### config.mk
export PLATFORM = sky130hd
export DESIGN_NAME = exec_issue_wb_flat
export DESIGN_NICKNAME = d
export VERILOG_FILES = /design/src/rtl/exec_issue_wb_pkg.sv /design/src/rtl/exec_issue_wb_if.sv /design/src/rtl/exec_issue_wb_regfile.sv /design/src/rtl/exec_issue_wb.sv /design/src/flat_wrapper.sv
export SDC_FILE = /design/constraint.sdc
export NUM_CORES = 2
export LEC_CHECK = 0
export CELL_PAD_IN_SITES_DETAIL_PLACEMENT = 1
export CELL_PAD_IN_SITES_GLOBAL_PLACEMENT = 2
export CORE_MARGIN = 5
export CORE_UTILIZATION = 32
export CTS_CLUSTER_SIZE = 8
export DETAILED_ROUTE_END_ITERATION = 16
export PLACE_DENSITY = 0.61
export SYNTH_ARGS = -nofsm -noshare
export SYNTH_HDL_FRONTEND = slang
export SYNTH_SLANG_ARGS = --single-unit
### constraint.sdc
create_clock -name i_clk -period 5.5 [get_ports i_clk]
set_input_delay 0.825 -clock i_clk [delete_from_list [all_inputs] [get_ports i_clk]]
set_output_delay 0.825 -clock i_clk [all_outputs]
set_load 0.02 [all_outputs]
### src/rtl/exec_issue_wb_pkg.sv
// rtl/exec_issue_wb_pkg.sv - shared ALU/format/condition codes, FSM states and widths for the execute stage
package exec_issue_wb_pkg;

  localparam int NREGS  = 16;
  localparam int XLEN   = 32;
  localparam int REG_AW = $clog2(NREGS);

  // ALU action codes understood by alu_total
  localparam logic [3:0] ALU_NOP = 4'h0;  // result = reg1 (load-immediate / move)
  localparam logic [3:0] ALU_ADD = 4'h1;
  localparam logic [3:0] ALU_SUB = 4'h2;
  localparam logic [3:0] ALU_AND = 4'h3;
  localparam logic [3:0] ALU_OR  = 4'h4;
  localparam logic [3:0] ALU_XOR = 4'h5;
  localparam logic [3:0] ALU_CND = 4'h6;  // result = CND_* code comparing reg0 with reg1

  // Operand formats; alu_total merges the low bytes into reg0
  localparam logic [1:0] FMT_1B = 2'd0;
  localparam logic [1:0] FMT_2B = 2'd1;
  localparam logic [1:0] FMT_4B = 2'd2;

  // Condition result codes produced by ALU_CND
  localparam logic [XLEN-1:0] CND_EQ   = 32'd1;
  localparam logic [XLEN-1:0] CND_MORE = 32'd2;
  localparam logic [XLEN-1:0] CND_LESS = 32'd4;

  typedef enum logic [1:0] {
    ST_IDLE = 2'd0,
    ST_EXEC = 2'd1,
    ST_WB   = 2'd2
  } state_e;

endpackage

### src/rtl/exec_issue_wb_if.sv
// rtl/exec_issue_wb_if.sv - issue, ALU, write-back and debug signals of the execute stage
interface exec_issue_wb_if;
  import exec_issue_wb_pkg::*;

  // issue handshake from the decoder
  logic              i_valid;
  logic              o_ready;
  logic [3:0]        i_action;
  logic [1:0]        i_fmt;
  logic [REG_AW-1:0] i_rd;
  logic [REG_AW-1:0] i_rs;
  logic              i_use_imm;
  logic [XLEN-1:0]   i_imm;
  // alu_total connection
  logic [XLEN-1:0]   o_alu_reg0;
  logic [XLEN-1:0]   o_alu_reg1;
  logic [3:0]        o_alu_action;
  logic [1:0]        o_alu_fmt;
  logic [XLEN-1:0]   i_alu_out;
  // write-back observation
  logic              o_wb_valid;
  logic [REG_AW-1:0] o_wb_rd;
  logic [XLEN-1:0]   o_wb_data;
  // debug register read
  logic [REG_AW-1:0] i_dbg_addr;
  logic [XLEN-1:0]   o_dbg_data;

  modport slave (
    input  i_valid, i_action, i_fmt, i_rd, i_rs, i_use_imm, i_imm, i_alu_out, i_dbg_addr,
    output o_ready, o_alu_reg0, o_alu_reg1, o_alu_action, o_alu_fmt,
           o_wb_valid, o_wb_rd, o_wb_data, o_dbg_data
  );

  modport master (
    output i_valid, i_action, i_fmt, i_rd, i_rs, i_use_imm, i_imm, i_alu_out, i_dbg_addr,
    input  o_ready, o_alu_reg0, o_alu_reg1, o_alu_action, o_alu_fmt,
           o_wb_valid, o_wb_rd, o_wb_data, o_dbg_data
  );

endinterface

### src/rtl/exec_issue_wb_regfile.sv
// rtl/exec_issue_wb_regfile.sv - regfile_16x32: 2 read + debug read, 1 write, async clear; ZERO_REG_EN pins R0 to 0
module regfile_16x32
  import exec_issue_wb_pkg::*;
(
  input  logic              clk_i,
  input  logic              rst_n_i,
  input  logic [REG_AW-1:0] rd0_addr_i,
  output logic [XLEN-1:0]   rd0_data_o,
  input  logic [REG_AW-1:0] rd1_addr_i,
  output logic [XLEN-1:0]   rd1_data_o,
  input  logic [REG_AW-1:0] dbg_addr_i,
  output logic [XLEN-1:0]   dbg_data_o,
  input  logic              we_i,
  input  logic [REG_AW-1:0] wr_addr_i,
  input  logic [XLEN-1:0]   wr_data_i
);

  logic [XLEN-1:0] regs_q [NREGS];

  // Storage: cleared on reset, one write per cycle (R0 writes dropped when hard-wired to zero)
  always_ff @(posedge clk_i or negedge rst_n_i) begin
    if (!rst_n_i) begin
      for (int i = 0; i < NREGS; i++) regs_q[i] <= '0;
    end else if (we_i) begin
`ifdef ZERO_REG_EN
      if (wr_addr_i != '0) regs_q[wr_addr_i] <= wr_data_i;
`else
      regs_q[wr_addr_i] <= wr_data_i;
`endif
    end
  end

`ifdef ZERO_REG_EN
  assign rd0_data_o = (rd0_addr_i == '0) ? '0 : regs_q[rd0_addr_i];
  assign rd1_data_o = (rd1_addr_i == '0) ? '0 : regs_q[rd1_addr_i];
  assign dbg_data_o = (dbg_addr_i == '0) ? '0 : regs_q[dbg_addr_i];
`else
  assign rd0_data_o = regs_q[rd0_addr_i];
  assign rd1_data_o = regs_q[rd1_addr_i];
  assign dbg_data_o = regs_q[dbg_addr_i];
`endif

endmodule

### src/rtl/exec_issue_wb.sv
// rtl/exec_issue_wb.sv - execute-stage sequencer around alu_total with write-back forwarding; option ZERO_REG_EN
module exec_issue_wb
  import exec_issue_wb_pkg::*;
(
  input  logic       i_clk,
  input  logic       i_rst_n,
  exec_issue_wb_if.slave bus
);

  state_e state_q, state_d;

  logic              ready;
  logic              wb_valid;
  logic              accept;
  logic              fwd_en;

  logic [3:0]        action_q;
  logic [1:0]        fmt_q;
  logic [REG_AW-1:0] rd_q;
  logic [XLEN-1:0]   op0_q;
  logic [XLEN-1:0]   op1_q;
  logic [XLEN-1:0]   res_q;

  logic [XLEN-1:0]   rf_rd0;
  logic [XLEN-1:0]   rf_rd1;
  logic [XLEN-1:0]   op0_fwd;
  logic [XLEN-1:0]   op1_fwd;

  regfile_16x32 u_regfile (
    .clk_i      (i_clk),
    .rst_n_i    (i_rst_n),
    .rd0_addr_i (bus.i_rd),
    .rd0_data_o (rf_rd0),
    .rd1_addr_i (bus.i_rs),
    .rd1_data_o (rf_rd1),
    .dbg_addr_i (bus.i_dbg_addr),
    .dbg_data_o (bus.o_dbg_data),
    .we_i       (wb_valid),
    .wr_addr_i  (rd_q),
    .wr_data_i  (res_q)
  );

  // The result being written this cycle is not yet in the array, so bypass it.
  // A hard-wired R0 must keep reading 0 even while a discarded R0 write is in flight.
`ifdef ZERO_REG_EN
  assign fwd_en = (state_q == ST_WB) && (rd_q != '0);
`else
  assign fwd_en = (state_q == ST_WB);
`endif

  // Operand selection with write-back bypass
  always_comb begin
    op0_fwd = rf_rd0;
    op1_fwd = rf_rd1;
    if (fwd_en && (bus.i_rd == rd_q)) op0_fwd = res_q;
    if (fwd_en && (bus.i_rs == rd_q)) op1_fwd = res_q;
  end

  // FSM state register
  always_ff @(posedge i_clk or negedge i_rst_n) begin
    if (!i_rst_n) state_q <= ST_IDLE;
    else          state_q <= state_d;
  end

  // FSM next state and handshake outputs
  always_comb begin
    state_d  = state_q;
    ready    = 1'b0;
    wb_valid = 1'b0;
    case (state_q)
      ST_IDLE: begin
        ready = 1'b1;
        if (bus.i_valid) state_d = ST_EXEC;
      end
      ST_EXEC: begin
        state_d = ST_WB;
      end
      ST_WB: begin
        ready    = 1'b1;
        wb_valid = 1'b1;
        state_d  = bus.i_valid ? ST_EXEC : ST_IDLE;
      end
      default: state_d = ST_IDLE;
    endcase
  end

  assign accept = bus.i_valid & ready;

  // Instruction latch on transfer and ALU result capture in the execute cycle
  always_ff @(posedge i_clk or negedge i_rst_n) begin
    if (!i_rst_n) begin
      action_q <= '0;
      fmt_q    <= '0;
      rd_q     <= '0;
      op0_q    <= '0;
      op1_q    <= '0;
      res_q    <= '0;
    end else begin
      if (accept) begin
        action_q <= bus.i_action;
        fmt_q    <= bus.i_fmt;
        rd_q     <= bus.i_rd;
        op0_q    <= op0_fwd;
        op1_q    <= bus.i_use_imm ? bus.i_imm : op1_fwd;
      end
      if (state_q == ST_EXEC) res_q <= bus.i_alu_out;
    end
  end

  // Ready is held low for the whole reset, even though the state already reads IDLE
  assign bus.o_ready      = ready & i_rst_n;
  assign bus.o_alu_reg0   = op0_q;
  assign bus.o_alu_reg1   = op1_q;
  assign bus.o_alu_action = action_q;
  assign bus.o_alu_fmt    = fmt_q;
  assign bus.o_wb_valid   = wb_valid;
  assign bus.o_wb_rd      = rd_q;
  assign bus.o_wb_data    = res_q;

endmodule

### src/flat_wrapper.sv
// flat-port wrapper written by rule: the top's interface ports become plain ports
module exec_issue_wb_flat import exec_issue_wb_pkg::*;
  (i_clk, i_rst_n, bus_i_valid, bus_i_action, bus_i_fmt, bus_i_rd, bus_i_rs, bus_i_use_imm, bus_i_imm, bus_i_alu_out, bus_i_dbg_addr, bus_o_ready, bus_o_alu_reg0, bus_o_alu_reg1, bus_o_alu_action, bus_o_alu_fmt, bus_o_wb_valid, bus_o_wb_rd, bus_o_wb_data, bus_o_dbg_data);
  exec_issue_wb_if bus_i ();
  input  logic i_clk;
  input  logic i_rst_n;
  input wire logic [$bits(bus_i.i_valid)-1:0] bus_i_valid;
  input wire logic [$bits(bus_i.i_action)-1:0] bus_i_action;
  input wire logic [$bits(bus_i.i_fmt)-1:0] bus_i_fmt;
  input wire logic [$bits(bus_i.i_rd)-1:0] bus_i_rd;
  input wire logic [$bits(bus_i.i_rs)-1:0] bus_i_rs;
  input wire logic [$bits(bus_i.i_use_imm)-1:0] bus_i_use_imm;
  input wire logic [$bits(bus_i.i_imm)-1:0] bus_i_imm;
  input wire logic [$bits(bus_i.i_alu_out)-1:0] bus_i_alu_out;
  input wire logic [$bits(bus_i.i_dbg_addr)-1:0] bus_i_dbg_addr;
  output wire logic [$bits(bus_i.o_ready)-1:0] bus_o_ready;
  output wire logic [$bits(bus_i.o_alu_reg0)-1:0] bus_o_alu_reg0;
  output wire logic [$bits(bus_i.o_alu_reg1)-1:0] bus_o_alu_reg1;
  output wire logic [$bits(bus_i.o_alu_action)-1:0] bus_o_alu_action;
  output wire logic [$bits(bus_i.o_alu_fmt)-1:0] bus_o_alu_fmt;
  output wire logic [$bits(bus_i.o_wb_valid)-1:0] bus_o_wb_valid;
  output wire logic [$bits(bus_i.o_wb_rd)-1:0] bus_o_wb_rd;
  output wire logic [$bits(bus_i.o_wb_data)-1:0] bus_o_wb_data;
  output wire logic [$bits(bus_i.o_dbg_data)-1:0] bus_o_dbg_data;
  assign bus_i.i_valid = bus_i_valid;
  assign bus_i.i_action = bus_i_action;
  assign bus_i.i_fmt = bus_i_fmt;
  assign bus_i.i_rd = bus_i_rd;
  assign bus_i.i_rs = bus_i_rs;
  assign bus_i.i_use_imm = bus_i_use_imm;
  assign bus_i.i_imm = bus_i_imm;
  assign bus_i.i_alu_out = bus_i_alu_out;
  assign bus_i.i_dbg_addr = bus_i_dbg_addr;
  assign bus_o_ready = bus_i.o_ready;
  assign bus_o_alu_reg0 = bus_i.o_alu_reg0;
  assign bus_o_alu_reg1 = bus_i.o_alu_reg1;
  assign bus_o_alu_action = bus_i.o_alu_action;
  assign bus_o_alu_fmt = bus_i.o_alu_fmt;
  assign bus_o_wb_valid = bus_i.o_wb_valid;
  assign bus_o_wb_rd = bus_i.o_wb_rd;
  assign bus_o_wb_data = bus_i.o_wb_data;
  assign bus_o_dbg_data = bus_i.o_dbg_data;
  exec_issue_wb u_core (.i_clk(i_clk), .i_rst_n(i_rst_n), .bus(bus_i));
endmodule
### After elaboration in Yosys (flattened, before gate mapping)

Cells that the tools add are included.

* bits in registers: 620
* input port bits: 86
* output and inout port bits: 140
* word-level logic and storage cells: 64

* magnitude comparators: 5
* eq/ne operators: 5
* muxes and demuxes: 20
* bitwise gates (word level): 6
* reductions and logical operators: 5

Operators with widths (number)
* $bwmux 512: 1
* $bmux 32 s4: 3
* $mux 32: 10
* $demux 32 s4: 1
* $ge 5x5->1 const B: 4
* $not 4->5: 4
* $eq 4x4->1: 2
* $pmux 2 s3: 1
* $lt 5x1->1 const B: 1
* $logic_and 1x1->1: 3
* $mux 1: 3
* $and 1x1->1: 2
* $eq 2x1->1 const B: 1
* $eq 2x2->1 const B: 1
* $logic_not 2->1: 1
* $mux 2: 1
* $ne 2x2->1 const B: 1
* $reduce_or 2->1: 1

### Depth between registers and ports, before layout

* depth after elaboration: 6
* mapped depth: 8
* depth with buffers taken out: 6

### Hierarchy

Synthesis repeated with hierarchy kept, for this count alone.

* cell total of the unflattened synthesis: 2516
* area total of the unflattened synthesis: 35574.1 µm²

Modules (own cells, without submodules)
* regfile_16x32: instances 1, cells each 1948, area each 30220.2 µm², seq. area each 12812.3 µm²
* exec_issue_wb: instances 1, cells each 568, area each 5353.9 µm², seq. area each 2702.6 µm²

### Worst setup path before layout

Ideal clock, no wire load.

* kind: input-to-output
* start point: input port bus_i_dbg_addr[0]
* end point: output port bus_o_dbg_data[0]
* arrival: 2420 ps
* required time: 4675 ps
* setup slack: 2255 ps
* stages: 4
* buffers on the path: 2
* path through: clkbuf_1 -> buf_2 -> mux4_2 -> mux4_2

* word-level cells in the longest chain between the ends: 4

RTL lines
* start, declared: RTL line flat_wrapper.sv:15 `input wire logic [$bits(bus_i.i_dbg_addr)-1:0] bus_i_dbg_addr;`
* $not 4->5 (implied by the code): RTL line exec_issue_wb_regfile.sv:40 `assign dbg_data_o = regs_q[dbg_addr_i];`
* $bmux 32 s4: RTL line exec_issue_wb_regfile.sv:40
* $mux 32 (implied by the code) (2 in a row): RTL line exec_issue_wb_regfile.sv:40
* end, declared: RTL line flat_wrapper.sv:24 `output wire logic [$bits(bus_i.o_dbg_data)-1:0] bus_o_dbg_data;`

Every way passes these cells. The select of a mux whose other input is x is not followed.

### Final worst setup path

* start point: input port bus_i_dbg_addr[1]
* end point: output port bus_o_dbg_data[20]

Same word-level chain as after synthesis.

==> results.txt <==
----------------------------------------------------
[Outcome]
  Status ... complete, no violations

[Critical path]
  Highest cell delay on the worst timing path ... 0.58 ns
  Data arrival time at the worst-slack endpoint ... 3.41 ns
  Slowest cell on the critical path ... sky130_fd_sc_hd__clkdlybuf4s50_1
  Combined buffer and inverter count along the critical path ... 3
  Crit path max-delay family ... buffers and inverters
  CP Launch Type ... primary input
  Worst Path Required ... 4.68 ns
  Sequence of cells on the critical path ... buf_4, buf_4, mux4_2, mux4_2, clkdlybuf4s50_1
  Highest fanout seen on the critical path ... 37
  Critical Setup Path Class ... primary input to primary output
  Critical Path End Type ... primary output

[Yosys]
  Number of synthesized register bits ... 620
  Simple-gate share of the synthesized area ... 3.943%
  Synth unique cells ... 35
  Average cell area after synthesis ... 14.10 sq um
  Xor and xnor area share after synthesis ... 0.1937%
  Syn Inst Count ... 2565
  Main combinational cell family by area after synthesis ... multiplexers
  Complex-gate fraction of the synthesized area ... 6.346%
  Adder-cell share of the synthesized area ... 0%
  Share of synthesized flip-flops with an asynchronous set or reset ... 100.0%
  Biggest area consumer among synthesized cells ... sky130_fd_sc_hd__dfrtp_1
  Multiplexer fraction of the synthesized cell area ... 42.26%
  Netlist Area Pre-Place ... 36180 sq um
  Synth Net Count ... 2651
  Top post-synthesis cells by area ... sky130_fd_sc_hd__dfrtp_1 (43%), sky130_fd_sc_hd__mux4_2 (21%), sky130_fd_sc_hd__mux2_1 (13%), sky130_fd_sc_hd__mux2_2 (3.9%), sky130_fd_sc_hd__mux4_1 (3.8%)
  Fraction of the yosys area taken by sequential cells ... 42.89%
  EDFF count, synth ... 0
  Share of Yosys cell area claimed by the top area cell type ... 42.89%
  Number of synthesis warnings ... 0
  Most instantiated flip-flop cell in the synthesis netlist ... sky130_fd_sc_hd__dfrtp_1

[STA]
  Worst rel slew slack ... 12.97%
  Fin Setup TNS ... 0 ns
  Period minus WS final ... 4.239 ns
  Crit share post-route ... 77.08%
  Endpoints failing hold ... 0
  # setup viols final ... 0
  Unrepaired setup endpoints after global routing ... no
  Total count of max-transition violations in the final report ... 0
  Hold slack final ... 0.2656 ns
  Achievable clock frequency ... 0.2359 GHz
  Tightest Pin Transition ... 1.304 ns
  Maximum clock skew at final layout ... 0.02889 ns

[Job]
  Count of maximum capacitance violations ... 0

[Clocking]
  Clock slew at reported path FFs ... 0.05 ns
  CTS H-tree depth ... 3
  Cells resized by post-CTS repair ... 0
  Number of clock buffers inserted by TritonCTS ... 90
  Largest buffer count on any clock path ... 3
  TritonCTS clock tree ... yes
  Buffer cell driving the clock tree root ... sky130_fd_sc_hd__clkbuf_16
  Clock latency on the worst-skew pair ... 0.65 ns
  Count of hold-fix buffers inserted at cts ... 0
  # clock sinks ... 620
  # Post-CTS Setup Buffers ... 0

[Drt]
  DRT Wirelength ... 135700 um
  Detailed-routing iteration count for the pre-antenna-repair pass ... 5
  Vias ... 25.16k
  Routed vias/inst ... 6.051
  Number of routed nets with antenna violations ... 0
  Number of violations reported at the end of detailed-routing iteration 0 ... 2030
  DRC violation count after routing ... 0
  Mean routed wirelength per cell ... 32.63 um

[Finish]
  Non-filler cells, final ... 4158
  Final Net Count ... 2725
  Signed area change from the synthesized netlist to the final layout ... 16.29%
  Proportion of layout cells with a drive suffix above 1 ... 24.65%

[Placed design]
  Placed cells ... 4047
  Port Buf Inserts ... 225
  Routability cong. ... 0.8042
  Total half-perimeter wirelength after legalization and detailed placement ... 79570 um

[Floorplan]
  Height of the die ... 346.2 um
  Number of standard-cell rows in the floorplan ... 123
  Placeable core area ... 112300 sq um
  Effective utilization at floorplan ... 32.20%
  Number of top-level pins ... 226
  Die X-Extent ... 346.2 um
  Die Area ... 119900 sq um

[Global routing]
  All-Layer GR Usage ... 22.36%
  Via count of the first global-routing pass ... 27.22k
  Wire length of the first global-routing pass ... 199600 um
  Global route total overflow ... 0
  Largest net degree at the start of global routing ... 167
  Initial antenna violation count ... 2

[Power and ir drop]
  Max rail drop VDD ... 0.0002039 V
  Leakage ... 18.07 nW
  Power Density ... 427.2 nW/um^2

[Min path]
  Hold/Removal Path Class ... primary input to async pin

----------------------------------------------------
-- cells in the mapped netlist, types with 32 or more instances --
master                     instances
sky130_fd_sc_hd__nand2_1         201
sky130_fd_sc_hd__mux2i_1          32
sky130_fd_sc_hd__mux4_1           52
sky130_fd_sc_hd__inv_1            32
sky130_fd_sc_hd__buf_2            85
sky130_fd_sc_hd__a21oi_1          65
sky130_fd_sc_hd__o21ai_1          32
sky130_fd_sc_hd__nor2b_1          39
sky130_fd_sc_hd__a22oi_1          96
sky130_fd_sc_hd__dfrtp_1         620
sky130_fd_sc_hd__a221o_1          32
sky130_fd_sc_hd__buf_1            54
sky130_fd_sc_hd__a211oi_1         64
sky130_fd_sc_hd__nor2_1           39
sky130_fd_sc_hd__mux2_1          418
sky130_fd_sc_hd__mux2_2          126
sky130_fd_sc_hd__a41oi_1          32
sky130_fd_sc_hd__nand3_1          34
sky130_fd_sc_hd__mux4_2          332
sky130_fd_sc_hd__clkbuf_1        130
-- state kept, by name (all words and copies together), names as in the netlist --
name                     flops
u_core.bus.o_alu_fmt         2
u_core.bus.o_alu_reg1       32
u_core.bus.o_alu_reg0       32
u_core.bus.o_alu_action      4
u_core.bus.o_wb_rd           4
u_core.state_q               2
u_core.u_regfile.regs_q    512
u_core.bus.o_wb_data        32
-- placed cells by master (no fill, tap or decap), types with 34 or more instances in the layout --
master	n
sky130_fd_sc_hd__nand2_1	192
sky130_fd_sc_hd__clkdlybuf4s50_1	213
sky130_fd_sc_hd__a22oi_1	96
sky130_fd_sc_hd__clkbuf_16	93
sky130_fd_sc_hd__mux2_1	418
sky130_fd_sc_hd__a21oi_1	64
sky130_fd_sc_hd__mux4_1	52
sky130_fd_sc_hd__dfrtp_1	620
sky130_fd_sc_hd__a211oi_1	64
sky130_fd_sc_hd__buf_4	41
sky130_fd_sc_hd__nor2_1	34
sky130_fd_sc_hd__nor2b_1	35
sky130_fd_sc_hd__nand3_1	34
sky130_fd_sc_hd__mux2_2	126
sky130_fd_sc_hd__mux4_2	332
-- per-layer routing --
metal / routed length [um] / share of wire, % / up-vias / global-route usage [%]
met4: 3861 / 2.8 / 0 / 6.373
met1: 59310 / 44 / 13810 / 31.27
met5: 0 / 0 / - / 0
met3: 8395 / 6.2 / 210 / 4.056
li1: - / - / 10120 / -
met2: 64100 / 47 / 1021 / 35.89
-- kinds of logic after synthesis --
logic type | count (synthesis)
muxes | 960
DFF | 620
buffers and inverters | 329
and+or+nand+nor | 326
AOI/OAI and AO/OA | 322
xor gates and xnor gates | 8
-- where the power goes --
part           leakage (nW)  internal, mW  total [mW]  switching [mW]
clock network          1.20          3.01        5.08            2.07
logic                  8.76          3.11        5.15            2.04
registers              8.11          5.98        7.74            1.76
-- worst reg2reg max path: stages, from the launching register on --
cell and delay, ns:
sky130_fd_sc_hd__dfrtp_1 0.40, sky130_fd_sc_hd__nand2b_1 0.38, sky130_fd_sc_hd__nor3b_2 0.62, sky130_fd_sc_hd__nor2b_4 1.13, sky130_fd_sc_hd__buf_4 0.40, sky130_fd_sc_hd__mux2_1 0.35
-- through the flow --
stage                     setup slack, ns  power [mW]  utilization, %  instance area [sq um]
after floorplan                     2.255       10.76               -                  36180
after global placement              1.333       12.73           35.27                  39630
after detailed placement            1.273       12.94           35.27                  39630
after CTS                           1.276       18.15           37.45                  42070
after global routing                1.238       18.88           37.45                  42070
final                               1.261       17.97           37.45                  42070
-- area by class of cell --
class / instances / area [sq um]
clock buffer: 104 / 2399
sequential: 620 / 15510
inverter: 35 / 131.4
antenna: 1 / 2.502
multi-input combinational: 1616 / 19290
fill: 11450 / 70270
clock inverter: 6 / 40.04
tap: 1500 / 1877
timing repair buffer: 276 / 2818
-- path summary, 6_finish.rpt --
kind | from | endpoint | slack (ns) | cells after the start
worst max register to register | u_core.state_q[0]$_DFFE_PN0P_ | u_core.u_regfile.regs_q[142]$_DFFE_PN0P_ | 2.10 | 5
min in group i_clk | u_core.bus.o_alu_fmt[1]$_DFFE_PN0P_ | u_core.bus.o_alu_fmt[1]$_DFFE_PN0P_ | 0.48 | 2
worst min register to register | u_core.bus.o_alu_fmt[1]$_DFFE_PN0P_ | u_core.bus.o_alu_fmt[1]$_DFFE_PN0P_ | 0.48 | 2
max in group asynchronous | i_rst_n | u_core.bus.o_alu_reg1[4]$_DFFE_PN0P_ | 3.42 | 3
worst min-delay path | i_rst_n | u_core.bus.o_alu_reg1[29]$_DFFE_PN0P_ | 0.27 | 1
worst max-delay path | bus_i_dbg_addr[1] | bus_o_dbg_data[20] | 1.26 | 5
No activity file was read; power rests on OpenSTA's default activity.
